## config.mk

```make
export PLATFORM = sky130hd
export DESIGN_NAME = vmem_bus_arbiter
export DESIGN_NICKNAME = d
export VERILOG_FILES = /design/src/rtl/vmem_pkg.sv /design/src/rtl/rr_pick.sv /design/src/rtl/vmem_bus_arbiter.sv
export SDC_FILE = /design/constraint.sdc
export NUM_CORES = 1
export LEC_CHECK = 0
export ABC_AREA = 1
export CAP_MARGIN = 15
export CORE_ASPECT_RATIO = 0.75
export CORE_UTILIZATION = 45
export CTS_CLUSTER_DIAMETER = 120
export DETAILED_ROUTE_END_ITERATION = 8
export DONT_BUFFER_PORTS = 1
export GPL_ROUTABILITY_DRIVEN = 1
export PLACE_DENSITY = 0.7
export SLEW_MARGIN = 20
export SYNTH_ARGS = -nofsm -noshare
export SYNTH_HDL_FRONTEND = slang
export SYNTH_SLANG_ARGS = --single-unit
```

## constraint.sdc

```tcl
create_clock -name clk -period 3.6 [get_ports clk]
set_input_delay 1.08 -clock clk [delete_from_list [all_inputs] [get_ports clk]]
set_output_delay 1.08 -clock clk [all_outputs]
set_load 0.1 [all_outputs]
```

## src/rtl/vmem_pkg.sv

```systemverilog
// Shared types and helpers for the video-memory read-port arbiter.
// Optional build macro used by the arbiter: VMEM_ARB_FIXED_PRIO_EN.
package vmem_pkg;

   typedef enum logic [1:0] {
      IDLE  = 2'd0,
      GRANT = 2'd1,
      GAP   = 2'd2
   } arb_state_e;

   localparam int VMEM_ADDR_W = 22;

   // Width of a requester index; never narrower than one bit.
   function automatic int idx_w(input int n);
      return (n > 1) ? $clog2(n) : 1;
   endfunction

endpackage

```

## src/rtl/rr_pick.sv

```systemverilog
// Combinational pick of the first set request bit, searching upward from
// a start index and wrapping past N-1 back to 0.
module rr_pick #(
   parameter int N = 3,
   parameter int W = 2
) (
   input  logic [N-1:0] req,
   input  logic [W-1:0] start,
   output logic         found,
   output logic [W-1:0] idx
);

   logic [N-1:0] rot;

   // Rotating the doubled vector puts the start requester at bit 0.
   assign rot = N'({req, req} >> start);

   always_comb begin
      found = 1'b0;
      idx   = '0;
      for (int k = 0; k < N; k++) begin
         if (!found && rot[k]) begin
            found = 1'b1;
            idx   = W'((int'(start) + k) % N);
         end
      end
   end

endmodule

```

## src/rtl/vmem_bus_arbiter.sv

```systemverilog
// Shares one 16-bit video-memory read port between NUM_REQ fetch requesters.
// Round-robin by default; define VMEM_ARB_FIXED_PRIO_EN for lowest-index-wins.
module vmem_bus_arbiter
   import vmem_pkg::*;
#(
   parameter int NUM_REQ   = 3,
   parameter int MAX_BURST = 8,
   parameter int ADDR_W    = VMEM_ADDR_W
) (
   input  logic                      clk,
   input  logic                      reset_n,
   input  logic [NUM_REQ-1:0]        req_as,
   input  logic [NUM_REQ*ADDR_W-1:0] req_address,
   output logic [NUM_REQ-1:0]        req_ack,
   output logic [15:0]               req_din,
   output logic [ADDR_W-1:0]         mem_address,
   output logic                      mem_as,
   input  logic [15:0]               mem_din,
   input  logic                      mem_ack,
   output logic [idx_w(NUM_REQ)-1:0] grant_id,
   output logic                      grant_valid
);

   localparam int            IW         = idx_w(NUM_REQ);
   localparam logic [IW-1:0] LAST_ID    = IW'(NUM_REQ - 1);
   localparam logic [7:0]    BURST_LAST = 8'(MAX_BURST - 1);

   arb_state_e         state_q, state_d;
   logic [IW-1:0]      grant_id_q, grant_id_d;
   logic [IW-1:0]      rr_ptr_q, rr_ptr_d;
   logic [7:0]         burst_cnt_q, burst_cnt_d;
   logic [IW-1:0]      pick_start, pick_idx, next_ptr;
   logic               pick_found, cur_as, others_wait, in_grant;
   logic [NUM_REQ-1:0] grant_oh;

`ifdef VMEM_ARB_FIXED_PRIO_EN
   assign pick_start = '0;
   assign next_ptr   = '0;
`else
   assign pick_start = rr_ptr_q;
   assign next_ptr   = (grant_id_q == LAST_ID) ? '0 : grant_id_q + IW'(1);
`endif

   rr_pick #(
      .N (NUM_REQ),
      .W (IW)
   ) u_pick (
      .req   (req_as),
      .start (pick_start),
      .found (pick_found),
      .idx   (pick_idx)
   );

   always_comb begin
      grant_oh             = '0;
      grant_oh[grant_id_q] = 1'b1;
   end

   assign in_grant    = (state_q == GRANT);
   assign cur_as      = req_as[grant_id_q];
   assign others_wait = |(req_as & ~grant_oh);

   always_comb begin
      // NOTE: every _d starts from its _q, so no path through the case leaves a latch behind.
      state_d     = state_q;
      grant_id_d  = grant_id_q;
      rr_ptr_d    = rr_ptr_q;
      burst_cnt_d = burst_cnt_q;
      unique case (state_q)
         IDLE, GAP: begin
            if (pick_found) begin
               state_d     = GRANT;
               grant_id_d  = pick_idx;
               burst_cnt_d = '0;
            end else begin
               state_d = IDLE;
            end
         end
         GRANT: begin
            if (!cur_as) begin
               state_d  = IDLE;
               rr_ptr_d = next_ptr;
            end else if (mem_ack) begin
               // Counter parks at the cap so a late arrival preempts on the next word.
               if (burst_cnt_q == BURST_LAST && others_wait) begin
                  state_d  = GAP;
                  rr_ptr_d = next_ptr;
               end else if (burst_cnt_q != BURST_LAST) begin
                  burst_cnt_d = burst_cnt_q + 8'd1;
               end
            end
         end
         default: state_d = IDLE;
      endcase
   end

   // NOTE: state registers use non-blocking assignments only.
   always_ff @(posedge clk or negedge reset_n) begin
      if (!reset_n) begin
         state_q     <= IDLE;
         grant_id_q  <= '0;
         rr_ptr_q    <= '0;
         burst_cnt_q <= '0;
      end else begin
         state_q     <= state_d;
         grant_id_q  <= grant_id_d;
         rr_ptr_q    <= rr_ptr_d;
         burst_cnt_q <= burst_cnt_d;
      end
   end

   // Address and strobe follow the granted requester combinationally so it can
   // present its next burst address in the cycle after an ack.
   assign mem_as      = in_grant & cur_as;
   assign mem_address = in_grant ? req_address[int'(grant_id_q)*ADDR_W +: ADDR_W] : '0;
   assign req_ack     = (in_grant && mem_ack) ? grant_oh : '0;
   assign req_din     = mem_din;
   assign grant_id    = grant_id_q;
   assign grant_valid = in_grant;

endmodule

```

==> flow_metrics.env <==
export IMPL_multi_input_area_um2=1119
export IMPL_dr_pass1_iters=4
export IMPL_drv_cap=0
export IMPL_grt_usage_pct=22.17
export IMPL_antenna_cells=0
export IMPL_slew_headroom_pct=55.63
export IMPL_gp_congestion=0.8507
export IMPL_fill_cells=362
export IMPL_post_route_drc_count=0
export IMPL_die_w_um=74.91
export IMPL_numPortBuffers=0
export IMPL_cts_inserted_buffers=3
export IMPL_dieArea_um2=4246
export IMPL_cp_start_kind="flip-flop"
export IMPL_max_freq_mhz=321.7
export IMPL_critPathCaptureType="output pin"
export IMPL_die_h_um=56.69
export IMPL_drtIter0Drc=126
export IMPL_worstRegToRegCells=7
export IMPL_clock_sinks=14
export IMPL_grt_pass1_vias=1606
export IMPL_cts_hold_buf=0
export IMPL_ctsResizeCount=0
export IMPL_cp_max_fo=22
export IMPL_place_hpwl_mm=3.679
export IMPL_fin_crit_ns=3.108
export IMPL_yosysSeqAreaShare_pct=19.53
export IMPL_synth_edff_count=0
export IMPL_setup_violations=0
export IMPL_cts_buffer_depth=2
export IMPL_ant_nets=0
export IMPL_wire_per_inst_um=12.33
export IMPL_synthFlopType="dfrtp_1"
export IMPL_rows=19
export IMPL_start_util_pct=48.07
export IMPL_syn_nets=407
export IMPL_clk_pin_slew_ns=0.06
export IMPL_cts_root_buf="clkbuf_8"
export IMPL_cts_tree="built"
export IMPL_nNetsFinal=417
export IMPL_layout_common_cells="nand2_1, nand3_1, inv_1"
export IMPL_crit_required_ns=2.52
export IMPL_ys_warn_count=0
export IMPL_syn_area_per_cell_um2=5.714
export IMPL_async_flop_share_pct=100.0
export IMPL_register_area_um2=350.3
export IMPL_final_common_cell="nand2_1"
export IMPL_cp_arrival_ns=2.03
export IMPL_htree_levels=1
export IMPL_finalCritPeriodShare_pct=86.34
export IMPL_clock_skew_ns=0.004091
export IMPL_synth_cell_area_um2=1794
export IMPL_drv_slew=0
export IMPL_drive_above_1_share_pct=17.65
export IMPL_via_per_inst=5.195
export IMPL_syn_to_final_growth_pct=26.15
export IMPL_finalHoldViolCount=0
export IMPL_crit_type="flip-flop to output pin"
export IMPL_drt_wl_total_mm=4.624
export IMPL_worst_slew_pin_slew_ns=0.6649
export IMPL_clock_latency_ns=0.25
export IMPL_cts_setup_buffers=0
export IMPL_vias=1948
export IMPL_ys_seq_elements=14
export IMPL_grt_max_degree=29
export IMPL_io_pins=133
export IMPL_core_area_um2=3732
export IMPL_overflow=0
export IMPL_synth_cell_types=27
export IMPL_setup_tns_ns=0
export IMPL_syn_inst=314
export IMPL_rsz0062_at_grt="false"
export IMPL_grt_pass1_wl_mm=7.196
export IMPL_antenna_found_initial=0
export IMPL_hp_class="primary input to async pin"
export IMPL_outcome="completed"
## flip-flops by register name (all words and copies together), names as in the netlist
name         cells
grant_id         2
state_q          2
burst_cnt_q      8
pick_start       2
## critical path, stage by stage, from the launching register on
cell	delay, ns
dfrtp_1	0.43
inv_1	0.09
nand2_1	0.14
inv_1	0.53
nand2_1	0.12
nand3_1	0.12
nand2_1	0.05
inv_1	0.11
buf_12	0.18
## layer usage
metal / vias to the layer above / share of wire, % / track usage [%]
li1: 966 / - / -
met1: 887 / 45 / 30.08
met2: 87 / 47 / 35.01
met3: 8 / 6.9 / 6.104
met4: 0 / 1.5 / 4.313
met5: - / 0 / 0
## cell usage after synthesis, drive strengths merged, types with 2 or more instances
library cell    n  share of area, %
buf            20               8.7
clkbuf          6               1.3
dfrtp          14                20
ha              5               3.5
inv            41               8.6
nand2         146                32
nand3          52                17
nor2           15               3.6
nor3            2              0.56
o21ai           6               2.1
xor2            2              0.98
## path summary, 6_finish.rpt
kind | startpoint | end | slack [ns]
worst max-delay path | grant_id[1]$_DFFE_PN0P_ | mem_address[9] | 0.49
worst min-delay path | reset_n | burst_cnt_q[4]$_DFFE_PN0P_ | 0.52
worst max register to register | state_q[1]$_DFFE_PN0P_ | burst_cnt_q[4]$_DFFE_PN0P_ | 1.56
worst min register to register | burst_cnt_q[7]$_DFFE_PN0P_ | burst_cnt_q[7]$_DFFE_PN0P_ | 0.55
max in group asynchronous | reset_n | burst_cnt_q[2]$_DFFE_PN0P_ | 3.01
min in group clk | burst_cnt_q[7]$_DFFE_PN0P_ | burst_cnt_q[7]$_DFFE_PN0P_ | 0.55
## metrics by stage
stage                     instances  hold slack, ns  util [%]  setup slack [ns]  instance area [um^2]
after floorplan                 314          0.4751         -           0.01024                  1794
after global placement          371          0.4950     59.17            0.7803                  2208
after detailed placement        371          0.4936     59.17            0.7589                  2208
after CTS                       375          0.5159     60.64            0.4902                  2263
after global routing            375          0.5048     60.64            0.3363                  2263
final                           375          0.5179     60.64            0.4919                  2263
## area by class of cell
class,count,area share (%)
timing repair buffer,31,23.00
inverter,41,6.799
clock buffer,4,2.432
sequential,14,15.48
tap,52,2.875
multi-input combinational,233,49.42
## cell families (layout without fill, tap and decap cells)
family,count (synthesis),count (layout),share of synthesized area (%)
AO/OA/AOI/OAI,7,7,2.789
adder cells (fa/ha/maj),5,5,3.487
buffers and inverters,67,76,18.55
flip-flops,14,14,19.53
AND/OR/NAND/NOR,218,218,54.18
XOR/XNOR,3,3,1.465
Power is left out: the tool's default activity adds up to more than one toggle a clock period on the data nets, which glitch-free logic cannot reach.
